### src/rtl/clk_rst_seq_if.sv
// clk_rst_seq_if: bundle of the run control, divisor/mode configuration and
// sequencer outputs for clk_rst_seq.
//   master : drives run_i, div_i, mode_i; observes rst_out, ch_o, cycles_o, done_o
//   slave  : the sequencer itself (inputs/outputs mirrored)
// Parameters NCH, DIV_W and CNT_W must match the attached clk_rst_seq instance.
interface clk_rst_seq_if #(
  parameter int NCH   = 4,
  parameter int DIV_W = 8,
  parameter int CNT_W = 16
) ();
  logic                   run_i;
  logic [NCH*DIV_W-1:0]   div_i;
  logic [NCH-1:0]         mode_i;
  logic                   rst_out;
  logic [NCH-1:0]         ch_o;
  logic [CNT_W-1:0]       cycles_o;
  logic                   done_o;

  modport master (
    output run_i, div_i, mode_i,
    input  rst_out, ch_o, cycles_o, done_o
  );

  modport slave (
    input  run_i, div_i, mode_i,
    output rst_out, ch_o, cycles_o, done_o
  );
endinterface

### src/rtl/clk_rst_seq.sv
// clk_rst_seq: on-chip reset stretcher and clock-enable generator.
// After reset is released, rst_out is held for RST_CYCLES+1 further edges,
// then NCH divided enable channels run (pulse tick or 50% square wave per
// channel) while a run-cycle counter advances; once STOP_CYCLES run cycles
// have elapsed the block parks in DONE with all channels low.
// Ports:
//   clk    : system clock, rising edge
//   reset  : synchronous active-low reset
//   bus    : clk_rst_seq_if.slave
//            run_i (count enable), div_i (per-channel divisor),
//            mode_i (0 pulse / 1 toggle), rst_out, ch_o, cycles_o, done_o
module clk_rst_seq #(
  parameter int NCH         = 4,
  parameter int DIV_W       = 8,
  parameter int RST_CYCLES  = 3,
  parameter int STOP_CYCLES = 100,
  parameter int CNT_W       = 16
) (
  input  logic          clk,
  input  logic          reset,
  clk_rst_seq_if.slave  bus
);

  localparam logic [7:0]       RST_V  = 8'(RST_CYCLES);
  localparam logic [CNT_W-1:0] STOP_V = CNT_W'(STOP_CYCLES);

  typedef enum logic [1:0] {HOLD, RUN, DONE} state_t;

  state_t             state_q, state_d;
  logic [7:0]         hold_q;
  logic [CNT_W-1:0]   cycles_q;
  logic [CNT_W-1:0]   cycles_inc;
  logic               rst_q;
  logic               done_q;
  logic               count_en;
  logic [NCH-1:0]     mode_q;
  logic [NCH-1:0]     ch_q;
  logic [DIV_W-1:0]   cnt_q [NCH];

  // State register
  always_ff @(posedge clk) begin
    if (!reset) state_q <= HOLD;
    else        state_q <= state_d;
  end

  // Next-state decode
  always_comb begin
    state_d    = state_q;
    count_en   = 1'b0;
    cycles_inc = cycles_q + CNT_W'(1);
    case (state_q)
      HOLD: begin
        if (hold_q == 8'd0) state_d = RUN;
      end
      RUN: begin
        count_en = bus.run_i;
        // A zero stop count disables DONE, letting cycles_o wrap freely.
        if (bus.run_i && (STOP_CYCLES != 0) && (cycles_inc == STOP_V))
          state_d = DONE;
      end
      DONE:    state_d = DONE;
      default: state_d = HOLD;
    endcase
  end

  // Hold countdown, run-cycle counter and registered status outputs
  always_ff @(posedge clk) begin
    if (!reset) begin
      hold_q   <= RST_V;
      cycles_q <= '0;
      rst_q    <= 1'b1;
      done_q   <= 1'b0;
    end else begin
      if (state_q == HOLD && hold_q != 8'd0) hold_q <= hold_q - 8'd1;
      if (count_en) cycles_q <= cycles_inc;
      rst_q  <= (state_d == HOLD);
      done_q <= (state_d == DONE);
    end
  end

  // Channel dividers
  always_ff @(posedge clk) begin
    if (!reset) begin
      mode_q <= '0;
      ch_q   <= '0;
      for (int i = 0; i < NCH; i++) cnt_q[i] <= '0;
    end else begin
      // mode_q tracks mode_i in every state so HOLD leaves it in sync.
      mode_q <= bus.mode_i;
      for (int i = 0; i < NCH; i++) begin
        if (state_q != RUN || state_d == DONE) begin
          cnt_q[i] <= '0;
          ch_q[i]  <= 1'b0;
        end else if (bus.mode_i[i] != mode_q[i]) begin
          // Mode switch restarts the channel and beats a coincident event.
          cnt_q[i] <= '0;
          ch_q[i]  <= 1'b0;
        end else if (bus.run_i) begin
          // >= rather than == so a divisor lowered below the current count
          // fires on the next edge instead of wrapping the counter.
          if (cnt_q[i] >= bus.div_i[i*DIV_W +: DIV_W]) begin
            cnt_q[i] <= '0;
            ch_q[i]  <= mode_q[i] ? ~ch_q[i] : 1'b1;
          end else begin
            cnt_q[i] <= cnt_q[i] + DIV_W'(1);
            if (!mode_q[i]) ch_q[i] <= 1'b0;
          end
        end else if (!mode_q[i]) begin
          ch_q[i] <= 1'b0;
        end
      end
    end
  end

  assign bus.rst_out  = rst_q;
  assign bus.ch_o     = ch_q;
  assign bus.cycles_o = cycles_q;
  assign bus.done_o   = done_q;

endmodule

### src/flat_wrapper.sv
// flat-port wrapper written by rule: the top's interface ports become plain ports
module clk_rst_seq_flat 
#(
  parameter int NCH         = 4,
  parameter int DIV_W       = 8,
  parameter int RST_CYCLES  = 3,
  parameter int STOP_CYCLES = 100,
  parameter int CNT_W       = 16
)
  (clk, reset, bus_run_i, bus_div_i, bus_mode_i, bus_rst_out, bus_ch_o, bus_cycles_o, bus_done_o);
  clk_rst_seq_if #(.NCH(NCH), .DIV_W(DIV_W), .CNT_W(CNT_W)) bus_i ();
  input  logic clk;
  input  logic reset;
  input wire logic [$bits(bus_i.run_i)-1:0] bus_run_i;
  input wire logic [$bits(bus_i.div_i)-1:0] bus_div_i;
  input wire logic [$bits(bus_i.mode_i)-1:0] bus_mode_i;
  output wire logic [$bits(bus_i.rst_out)-1:0] bus_rst_out;
  output wire logic [$bits(bus_i.ch_o)-1:0] bus_ch_o;
  output wire logic [$bits(bus_i.cycles_o)-1:0] bus_cycles_o;
  output wire logic [$bits(bus_i.done_o)-1:0] bus_done_o;
  assign bus_i.run_i = bus_run_i;
  assign bus_i.div_i = bus_div_i;
  assign bus_i.mode_i = bus_mode_i;
  assign bus_rst_out = bus_i.rst_out;
  assign bus_ch_o = bus_i.ch_o;
  assign bus_cycles_o = bus_i.cycles_o;
  assign bus_done_o = bus_i.done_o;
  clk_rst_seq #(.NCH(NCH), .DIV_W(DIV_W), .RST_CYCLES(RST_CYCLES), .STOP_CYCLES(STOP_CYCLES), .CNT_W(CNT_W)) u_core (.clk(clk), .reset(reset), .bus(bus_i));
endmodule
### config.mk
export PLATFORM = sky130hd
export DESIGN_NAME = clk_rst_seq_flat
export DESIGN_NICKNAME = d
export VERILOG_FILES = /design/src/rtl/clk_rst_seq_if.sv /design/src/rtl/clk_rst_seq.sv /design/src/flat_wrapper.sv
export SDC_FILE = /design/constraint.sdc
export NUM_CORES = 1
export LEC_CHECK = 0
export ABC_AREA = 1
export CAP_MARGIN = 20
export CELL_PAD_IN_SITES_DETAIL_PLACEMENT = 0
export CELL_PAD_IN_SITES_GLOBAL_PLACEMENT = 1
export CORE_ASPECT_RATIO = 0.6
export CORE_UTILIZATION = 37
export CTS_CLUSTER_SIZE = 40
export DETAILED_ROUTE_END_ITERATION = 8
export PLACE_DENSITY_LB_ADDON = 0.15
export REMOVE_ABC_BUFFERS = 1
export SETUP_SLACK_MARGIN = 0.02
export SLEW_MARGIN = 20
export SYNTH_ARGS = -nofsm -noshare
export SYNTH_HDL_FRONTEND = slang
export SYNTH_SLANG_ARGS = --single-unit
export TNS_END_PERCENT = 10
### constraint.sdc
create_clock -name clk -period 2.02 [get_ports clk]
set_input_delay 0.303 -clock clk [delete_from_list [all_inputs] [get_ports clk]]
set_output_delay 0.303 -clock clk [all_outputs]
set_load 0.05 [all_outputs]
After elaboration in Yosys (flattened, before gate mapping)
Memories as Yosys holds them, arrays and structs flattened.
Index checks and enable logic that the tools add are counted.
- input port bits: 39
- RAM bits: 32
- register bits: 36
- memories kept: 1
- output and inout bits: 22
- logic and storage cells: 166
- memory list (name ; words ; bits a word ; read ports ; clocked after Yosys merged registers in ; wr ports ; line ; source):
    u_core.cnt_q ; 4 ; 8 ; 4 ; 0 ; 4 ; clk_rst_seq.sv:38 ; logic [DIV_W-1:0] cnt_q [NCH];
- magnitude comparators: 4
- bitwise operators: 21
- muxes and demuxes: 104
- reduce and logical (&&, ||, !) cells: 11
- equal/unequal tests: 9
- $add $sub $neg: 6
- operator list (operator ; number):
    $mux W8 ; 16
    $mux W1 ; 85
    $add A8 B1 Y8 const B ; 4
    $ge A8 B8 Y1 ; 4
    $add A16 B1 Y16 const B ; 1
    $eq A16 B7 Y1 const B ; 1
    $or A1 B1 Y1 ; 16
    $reduce_or A3 Y1 ; 4
    $logic_not A8 Y1 ; 1
    $reduce_bool A8 Y1 ; 1
    $sub A8 B1 Y8 const B ; 1
    $pmux W2 S3 ; 1
    $not A1 Y1 ; 5
    $eq A2 B2 Y1 const B ; 2
    $logic_not A2 Y1 ; 2
    $mux W2 ; 2
    $ne A1 B1 Y1 ; 4
    $eq A2 B1 Y1 const B ; 1
    $logic_and A1 B1 Y1 ; 2
    $ne A2 B1 Y1 const B ; 1
    $logic_or A1 B1 Y1 ; 1

Longest topological paths before layout
Gate-level depths: netlist (run 1).
- word-level depth: 14
- gate-level depth with buffers: 14
- depth with buffers taken out: 13

Worst setup path after synthesis (run 1)
Ideal clock, no wire load.
- path kind: flip-flop to flip-flop
- from: register u_core.cycles_q[1], in the netlist u_core.bus.cycles_o[1]
- to: memory u_core.cnt_q[2][0] (enable)
- arrival time: 2.237 ns
- cell stages (with the launch flop): 13
- data required time: 1.680 ns
- buffers on the path: 1
- setup slack: -0.557 ns
- clock period less this slack: 2.577 ns
- setup time: 0.340 ns
- cells stage by stage: dfxtp_1 > ha_1 > nand3_2 > nor2_4 > nand2_1 > nand2_1 > nand3_1 > nor2_1 > nand3_1 > nor2_4 > nor2_8 > buf_6 > nand4_1
- RTL lines (item ; line ; source):
    start, declared ; clk_rst_seq.sv:31 ; logic [CNT_W-1:0] cycles_q;
    start signal, assigned ; clk_rst_seq.sv:75 ; if (count_en) cycles_q <= cycles_inc;
    end, declared ; clk_rst_seq.sv:38 ;

==> results of run 1 <==
sequential cells by signal, indices dropped and copies added, names as in the netlist:
name / count
u_core.bus.ch_o: 4
u_core.bus.cycles_o: 16
u_core.bus.done_o: 1
u_core.bus.rst_out: 1
u_core.cnt_q: 32
u_core.hold_q: 8
u_core.mode_q: 4
u_core.state_q: 2
cells in the mapped netlist, drive strengths merged:
master / count
clkbuf: 5
dfxtp: 36
edfxtp: 32
nor3: 5
nor2: 90
o21a: 1
xnor2: 12
clkinv: 2
o21ai: 24
nand3: 38
a211oi: 2
a21oi: 35
nand3b: 2
o2111ai: 1
nand4: 15
inv: 107
o211ai: 3
nand2: 100
buf: 2
ha: 39
xor2: 16
nor4: 1
nor3b: 1
or2: 2
layout make-up:
type / count / area [µm²]
well taps: 160 / 200.2
clock buffers: 9 / 225.2
clock inverters: 7 / 123.9
flip-flops and latches: 68 / 1694
repair buffers: 115 / 1090
multi-input cells: 388 / 2467
fillers: 1065 / 5239
inverters: 109 / 409.1
power by group:
part,switching (µW),internal [µW]
clock,615,1210
combinational,585,432
sequential,107,1550
total,1310,3200
cells by family after synthesis:
logic type | count (synthesis)
flip-flops | 68
AND/OR/NAND/NOR | 254
AO/OA/AOI/OAI | 66
adder cells (fa/ha/maj) | 39
XOR/XNOR | 28
buffers and inverters | 116
worst min path at each step:
stage	to	slack (ns)
after floorplan	u_core.bus.rst_out$_SDFF_PN1_	0.37
after global placement	u_core.hold_q[2]$_SDFFE_PN0P_	0.46
after detailed placement	u_core.hold_q[2]$_SDFFE_PN0P_	0.47
after CTS	u_core.hold_q[2]$_SDFFE_PN0P_	0.48
after global routing	u_core.hold_q[2]$_SDFFE_PN0P_	0.50
final	u_core.hold_q[2]$_SDFFE_PN0P_	0.48
placed cells by master (no fill, tap or decap), types with 5 or more instances in the layout:
cell type	n
nand2_2	9
buf_6	5
xor2_1	16
edfxtp_1	32
nor2_2	19
nor2_4	9
clkdlybuf4s50_1	53
a21oi_1	34
dfxtp_1	28
nor2_1	62
o21ai_0	22
buf_4	48
dfxtp_2	7
clkbuf_16	9
xnor2_1	12
nand3_1	28
nor3_1	5
nand3_2	6
buf_12	5
nand2_1	89
ha_1	38
nand4_1	12
inv_1	104
timing repair:
item	CTS	global route
setup endpoints to repair	68	74
buffers inserted	3	4
hold buffers	0	0
resized for setup	14	54
pin swaps	5	28
gates cloned	0	1
per-layer routing:
metal / up-vias / wire (µm) / GRT usage, %
met4: 0 / 131 / 4.692
li1: 2083 / - / -
met5: - / 0 / 0
met2: 71 / 4411 / 24.96
met1: 1736 / 5553 / 25.32
met3: 13 / 458 / 4.641
per-stage QoR:
stage	hold slack [ns]	total power, µW	std cells
after floorplan	0.3724	2211	564
after global placement	0.4585	2584	832
after detailed placement	0.4659	2611	832
after CTS	0.4756	4493	851
after global routing	0.5007	4733	856
final	0.4759	4505	856
==> flow_summary.toml, run 1 <==
[outcome]
run_status = "finished, violations left"
violations = "setup timing"

[floorplan]
top_level_ports = 61
dieArea_um2 = 12340
initial_utilization_pct = 38.42
die_w_um = 142.8
die_height_um = 86.45
rows = 30
coreArea_um2 = 11450

[setup_path]
crit_family = "simple AND/OR/NAND/NOR gates"
cp.arrival_ns = 2.20
worstRegToRegCells = 13
rr_endpoint = "u_core.cnt_q[3][4]$_SDFFCE_PN0P_"
r2r_slack_ns = -0.09
reg2reg_from = "u_core.bus.cycles_o[0]$_SDFFE_PN0P_"
worstSetupEndpointType = "flop"
crit_start = "u_core.bus.cycles_o[0]$_SDFFE_PN0P_"
cp-endpoint = "u_core.cnt_q[3][4]$_SDFFCE_PN0P_"
crit_top_cell = "nor2_4"
critPathBufInv = 2
worstSetupPathType = "flop to flop"
path_depth = 13
required_ns = 2.11
path_cells = "buf_6, nand2_4, nor2_4, nand2_4, o21ai_2, nand2_2, nor2_4, nand3_2, nor2_4, buf_6, nor2_4, nand4_4, nor2_2"
critPathMaxStageDelay_ns = 0.36
worstPathMaxFanout = 8
cp_slowest_cell = "dfxtp_4"
start_kind = "flop"

[sta]
slew_violations = 0
hold_viol = 0
rsz0062_at_grt = "yes"
setup_ws_ns = -0.09362
max_clock_freq_mhz = 473.1
worstMarginPinSlew_ns = 0.7261
fin_setup_tns_ns = -3.469
finalClockSkew_ns = 0.005569
setup_viol = 57
finalCriticalPeriod_ns = 2.114
finalCritPeriodShare_pct = 104.6
slew_headroom_pct = 51.54

[grt]
grt_max_degree = 24
track_usage_pct = 17.33
grt_pass1_wl_um = 16460
grt_overflow = 0
first_global_vias = 3463
antenna_found_initial = 0

[place]
portBuffers = 60
place.gp.congestion = 0.7642
place_area_um2 = 5574
dp_hpwl_um = 7818
dp_slack_ns = -0.2793

[synth]
synth_top_cell_by_area = "edfxtp_1"
synthAdderAreaFrac_pct = 11.10
ys_warn_count = 0
avgSynthCellArea_um2 = 7.702
syn-cell-area_um2 = 4398
synthMuxAreaShare_pct = 0
synthXorXnorAreaFrac_pct = 5.576
synth_top_family_by_area = "simple AND/OR/NAND/NOR gates"
synth_compound_area_share_pct = 8.023
ys_seq_area_share_pct = 38.24
synth_cell_types = 35
syn-instance-count = 571
synth_seq_cells = 68
synth-simple-area-share_pct = 26.97
ys_top_cells_by_area = "edfxtp_1 (22%), dfxtp_1 (16%), ha_1 (11%)"
synth.top_cell.area_share_pct = 21.85

[route]
drcViolationCount = 0
viasPerCell = 4.560
wl_per_cell_um = 12.33
vias = 3903
drtIter0Drc = 203
drt_pre_antenna_iters = 4
ant_nets = 0
wirelength_um = 10550

[flow_run]
drv_cap = 0

[cts]
root_buffer = "clkbuf_16"
insertion_delay_ns = 0.33
numCtsBuffers = 9
cts_tree = "yes"
htreeDepth = 3
clock_sinks = 68
clk_pin_slew_worst_paths_ns = 0.06
clockBufferDepth = 2

[hold_path]
min_from = "u_core.hold_q[2]$_SDFFE_PN0P_"
hold_class = "flop to flop"
hold_depth = 1

[finish]
fin_area_um2 = 6210
diodes = 0
drive_gt1_share_pct = 20.83
area_growth_pct = 41.19
post-route-util_pct = 54.24
nNetsFinal = 769

[power]
power.density_nw_per_um2 = 725.4
power_leakage_uw = 0.002820
irDropWorstVdd_mv = 0.4812
Note: power is estimated with default switching activity, not from simulation.
==> inputs of run 2 (changes only) <==
--- a/config.mk
+++ b/config.mk
@@ -5,12 +5,11 @@
 export SDC_FILE = /design/constraint.sdc
 export NUM_CORES = 1
 export LEC_CHECK = 0
-export ABC_AREA = 1
 export CAP_MARGIN = 20
 export CELL_PAD_IN_SITES_DETAIL_PLACEMENT = 0
 export CELL_PAD_IN_SITES_GLOBAL_PLACEMENT = 1
 export CORE_ASPECT_RATIO = 0.6
-export CORE_UTILIZATION = 37
+export CORE_UTILIZATION = 39
 export CTS_CLUSTER_SIZE = 40
 export DETAILED_ROUTE_END_ITERATION = 8
 export PLACE_DENSITY_LB_ADDON = 0.15
==> constraint.sdc (replaced) <==
create_clock -name clk -period 1.72 [get_ports clk]
set_input_delay 0.258 -clock clk [delete_from_list [all_inputs] [get_ports clk]]
set_output_delay 0.258 -clock clk [all_outputs]
set_load 0.05 [all_outputs]
==> flow_summary.toml, run 2 <==
[outcome]
run_status = "finished, violations left"
violations = "setup timing"

[floorplan]
dieArea_um2 = 11990
initial_utilization_pct = 41.34
die_w_um = 140.7
top_level_ports = 61
rows = 29
die_height_um = 85.21
coreArea_um2 = 10890

[grt]
grt_pass1_wl_um = 19450
grt_max_degree = 25
first_global_vias = 4020
track_usage_pct = 20.87
antenna_found_initial = 0
grt_overflow = 0

[finish]
instances_no_fill = 791
diodes = 0
final_cell_mix = "buf_4 (130), inv_1 (39), ha_1 (38)"
fin_area_um2 = 6653
final_common_cell = "buf_4"
area_growth_pct = 47.82
top_register = "u_core.cnt_q"
nNetsFinal = 725
largest_reg_flops = 32
drive_gt1_share_pct = 32.98

[sta]
max_clock_freq_mhz = 435.6
worstMarginPinSlew_ns = 0.5040
fin_setup_tns_ns = -19.61
setup_viol = 46
setup_ws_ns = -0.5757
finalCritPeriodShare_pct = 133.5
rsz0062_at_grt = "yes"
holdWs_ns = 0.5055
hold_viol = 0
finalClockSkew_ns = 0.006895
slew_headroom_pct = 66.54
finalCriticalPeriod_ns = 2.296
slew_violations = 0

[place]
placedCellCount = 770
dp_hpwl_um = 8880
place.gp.congestion = 0.8279
place_area_um2 = 6012
portBuffers = 60

[setup_path]
critPathMaxStageDelay_ns = 0.50
start_kind = "flop"
path_cells = "ha_4, nand4_1, nor3_2, a31oi_2, a2111o_1, o41ai_4, buf_4, nor2_1"
cp.arrival_ns = 2.39
crit_start = "u_core.bus.cycles_o[0]$_SDFFE_PN0P_"
rr_endpoint = "u_core.cnt_q[3][6]$_SDFFCE_PN0P_"
r2r_slack_ns = -0.58
worstPathMaxFanout = 8
worstSetupPathType = "flop to flop"
worstRegToRegCells = 8
worstSetupEndpointType = "flop"
reg2reg_from = "u_core.bus.cycles_o[0]$_SDFFE_PN0P_"
required_ns = 1.81
cp-endpoint = "u_core.cnt_q[3][6]$_SDFFCE_PN0P_"
cp_slowest_cell = "a2111o_1"

[power]
power.density_nw_per_um2 = 756.9
irDropWorstVdd_mv = 0.4696
power_leakage_uw = 0.003065

[route]
drtIter0Drc = 185
wirelength_um = 11800
vias = 4018
wl_per_cell_um = 14.91
ant_nets = 0
drt_pre_antenna_iters = 4
drcViolationCount = 0
viasPerCell = 5.080

[synth]
synth_top_cell_by_area = "edfxtp_1"
ys_warn_count = 0
synthXorXnorAreaFrac_pct = 10.70
synthAdderAreaFrac_pct = 10.84
synth_cell_types = 55
syn-cell-area_um2 = 4501
synth_edf_count = 32
synth_top_family_by_area = "simple AND/OR/NAND/NOR gates"
synth_compound_area_share_pct = 9.814
synth-simple-area-share_pct = 25.41
synth_seq_cells = 68
synthFlopType = "dfxtp_1"
ys_top_cells_by_area = "edfxtp_1 (21%), dfxtp_1 (16%), ha_1 (11%)"
ys_seq_area_share_pct = 37.36
async_flop_share_pct = 0
syn-instance-count = 474
synth.top_cell.area_share_pct = 21.35
synthMuxAreaShare_pct = 0.2224
synth_common_cells = "inv_1 (40), ha_1 (39), dfxtp_1 (36)"
yosysMostFrequentCell = "inv_1"
avgSynthCellArea_um2 = 9.495

[cts]
numCtsBuffers = 9
clk_pin_slew_worst_paths_ns = 0.06
cts_tree = "yes"
htreeDepth = 3
cts_hold_buf = 0
clockBufferDepth = 2
clock_sinks = 68
insertion_delay_ns = 0.34
root_buffer = "clkbuf_16"

[flow_run]
drv_cap = 0

[hold_path]
hold_class = "flop to flop"
[run 2: kinds of logic after synthesis]
logic type / count (synthesis)
and+or+nand+nor: 200
DFF: 68
buffers and inverters: 57
xor gates and xnor gates: 55
AOI/OAI and AO/OA: 54
adders and majority gates: 39
muxes: 1
[run 2: worst max-delay path: cells and delay by family (launching register included)]
| kind | cells | cell delay (ns) |
|---|---|---|
| adder cells (fa/ha/maj) | 1 | 0.14 |
| buffers and inverters | 1 | 0.21 |
| AO/OA/AOI/OAI | 3 | 0.86 |
| AND/OR/NAND/NOR | 3 | 0.46 |
| flip-flops | 1 | 0.38 |
[run 2: power by group]
part           total, µW  switching (µW)  internal, µW  leakage [µW]
registers           1860            70.6          1790      0.000689
logic               1060             476           585       0.00221
clock network       2120             697          1420      0.000167
total               5040            1240          3790       0.00306
[run 2: routing by layer]
layer | GRT usage [%] | vias to the layer above | wire, µm
li1 | - | 2040 | -
met1 | 29.23 | 1888 | 6112
met2 | 32.25 | 77 | 5085
met3 | 4.571 | 13 | 467
met4 | 6.225 | 0 | 131
met5 | 0 | - | 0
[run 2: how the worst min path moves through the flow]
stage                                                to                           startpoint  depth (start not counted)
global route              u_core.bus.ch_o[2]$_SDFF_PP0_                            bus_run_i                          4
floorplan                 u_core.hold_q[0]$_SDFFE_PN1P_                                reset                          1
CTS                 u_core.bus.cycles_o[1]$_SDFFE_PN0P_  u_core.bus.cycles_o[1]$_SDFFE_PN0P_                          2
global placement    u_core.bus.cycles_o[1]$_SDFFE_PN0P_  u_core.bus.cycles_o[1]$_SDFFE_PN0P_                          2
finish              u_core.bus.cycles_o[1]$_SDFFE_PN0P_  u_core.bus.cycles_o[1]$_SDFFE_PN0P_                          2
detailed placement  u_core.bus.cycles_o[1]$_SDFFE_PN0P_  u_core.bus.cycles_o[1]$_SDFFE_PN0P_                          2
[run 2: final cells by class]
class	instances	area, µm²
multi-input cells	350	2795
well taps	139	173.9
flip-flops and latches	68	1697
clock inverters	6	112.6
fillers	924	4233
inverters	40	150.1
repair buffers	178	1495
clock buffers	10	229.0
[run 2: through the flow]
step	setup WS [ns]	util [%]	total power [µW]
floorplan	-1.021	-	2358
global placement	-0.7327	55.23	2837
detailed placement	-0.7797	55.23	2861
CTS	-0.5465	60.13	5046
global route	-0.6800	61.11	5265
finish	-0.5757	61.11	5035
[run 2: timing repair]
item                       CTS  global route
resized for setup           42            19
pin swaps                   12             6
setup endpoints to repair   86            83
buffers inserted             3             1
gates cloned                 0             1
==> inputs of run 3 (changes only) <==
--- a/config.mk
+++ b/config.mk
@@ -7,14 +7,15 @@
 export LEC_CHECK = 0
 export CAP_MARGIN = 20
 export CELL_PAD_IN_SITES_DETAIL_PLACEMENT = 0
-export CELL_PAD_IN_SITES_GLOBAL_PLACEMENT = 1
+export CELL_PAD_IN_SITES_GLOBAL_PLACEMENT = 2
 export CORE_ASPECT_RATIO = 0.6
-export CORE_UTILIZATION = 39
+export CORE_UTILIZATION = 31
 export CTS_CLUSTER_SIZE = 40
 export DETAILED_ROUTE_END_ITERATION = 8
 export PLACE_DENSITY_LB_ADDON = 0.15
 export REMOVE_ABC_BUFFERS = 1
 export SETUP_SLACK_MARGIN = 0.02
+export SKIP_LAST_GASP = 1
 export SLEW_MARGIN = 20
 export SYNTH_ARGS = -nofsm -noshare
 export SYNTH_HDL_FRONTEND = slang
==> flow_summary.toml, run 3 (synthesized netlist as in run 2, its figures left out) <==
[power]
power_leakage_uw = 0.003003
power.density_nw_per_um2 = 714.2
irDropWorstVdd_mv = 0.3843

[outcome]
run_status = "finished, violations left"
violations = "setup timing"

[cts]
numCtsBuffers = 9
insertion_delay_ns = 0.34
htreeDepth = 3
cts_tree = "yes"
root_buffer = "clkbuf_16"
clk_pin_slew_worst_paths_ns = 0.06
clock_sinks = 68
clockBufferDepth = 2

[place]
portBuffers = 60
dp_slack_ns = -0.8160
placedCellCount = 824
dp_hpwl_um = 9006
place.gp.congestion = 0.8280

[finish]
drive_gt1_share_pct = 29.34
instances_no_fill = 843
diodes = 0
area_growth_pct = 45.34
fillers = 1366
nNetsFinal = 724
largest_reg_flops = 32
top_register = "u_core.cnt_q"
final_cell_mix = "buf_4 (130), inv_1 (40), ha_1 (38), clkdlybuf4s50_1 (38)"
final_common_cell = "buf_4"

[grt]
grt_overflow = 0
use_met3_pct = 4.182
antenna_found_initial = 0
grt_pass1_wl_um = 18800
met2_usage_pct = 23.71
grt_max_degree = 20
grtUsageMet1_pct = 23.93
track_usage_pct = 16.43
first_global_vias = 3749
top_usage_layer = "met1"

[sta]
rsz0062_at_grt = "yes"
finalCritPeriodShare_pct = 130.5
setup_ws_ns = -0.5242
max_clock_freq_mhz = 445.6
hold_viol = 0
finalCriticalPeriod_ns = 2.244
slew_violations = 0
slew_headroom_pct = 73.65
setup_viol = 65
worstMarginPinSlew_ns = 0.3917
finalClockSkew_ns = 0.008673

[route]
ant_nets = 0
drcViolationCount = 0
drt_pre_antenna_iters = 4
wl_per_cell_um = 13.49
viasPerCell = 4.650
drtIter0Drc = 159
vias = 3920
wirelength_um = 11370

[flow_run]
drv_cap = 0

[setup_path]
worstSetupEndpointType = "flop"
required_ns = 1.81
worstPathMaxFanout = 8
worstSetupPathType = "flop to flop"
cp.arrival_ns = 2.34
start_kind = "flop"

[floorplan]
top_level_ports = 61
dieArea_um2 = 15020
die_height_um = 95.33
die_w_um = 157.6
initial_utilization_pct = 32.34
coreArea_um2 = 13910
rows = 33

[hold_path]
hold_class = "flop to flop"
run 3: path summary, 6_finish.rpt:
kind / from / endpoint / slack, ns / depth (start not counted)
worst max-delay path: u_core.bus.cycles_o[1]$_SDFFE_PN0P_ / u_core.cnt_q[3][6]$_SDFFCE_PN0P_ / -0.52 / 8
worst min-delay path: u_core.state_q[1]$_SDFF_PN0_ / u_core.state_q[1]$_SDFF_PN0_ / 0.52 / 2
worst max register to register: u_core.bus.cycles_o[1]$_SDFFE_PN0P_ / u_core.cnt_q[3][6]$_SDFFCE_PN0P_ / -0.52 / 8
worst min register to register: u_core.state_q[1]$_SDFF_PN0_ / u_core.state_q[1]$_SDFF_PN0_ / 0.52 / 2
run 3: what timing repair did:
action	CTS	global route
pin swaps	4	0
hold buffers	0	0
setup buffers	2	1
setup endpoints to repair	83	94
resized for setup	19	6
run 3: layout make-up:
class                           instances  area [µm²]  share of cell area (%)
Multi-Input combinational cell        349        2645                   40.44
Sequential cell                        68        1692                   25.86
Tap cell                              192       240.2                   3.673
Clock buffer                            9       225.2                   3.443
Timing Repair Buffer                  178        1521                   23.26
Inverter                               40       150.1                   2.295
Clock inverter                          7       67.56                   1.033
run 3: power breakdown:
group	switching (µW)	total [µW]	internal, µW
clock	727	1840	1110
combinational	443	986	543
sequential	63.6	1850	1780
run 3: critical path, stage by stage (launching register included):
cell and delay, ns:
dfxtp_4 0.37, buf_6 0.12, nand3_4 0.07, xnor2_2 0.13, or3_4 0.34, a2111o_1 0.48, o41ai_4 0.24, buf_6 0.19
nor2_1 0.05
run 3: through the flow:
stage	utilization, %	instance area [µm²]	power, µW	hold WS, ns	setup TNS [ns]
floorplan	-	4397	2358	0.3199	-39.94
global placement	43.99	6121	2843	0.5092	-43.01
detailed placement	43.99	6121	2863	0.5123	-44.87
CTS	46.77	6507	4734	0.5260	-21.35
global route	47.01	6541	4917	0.5641	-32.15
finish	47.01	6541	4672	0.5191	-20.31
run 3: metal layers:
layer / vias to the layer above / share of wire (%) / wire (µm)
met4: 0 / 1.0 / 117
met3: 14 / 3.5 / 398
met1: 1801 / 55 / 6307
met5: - / 0 / 0
li1: 2045 / - / -
met2: 60 / 40 / 4545
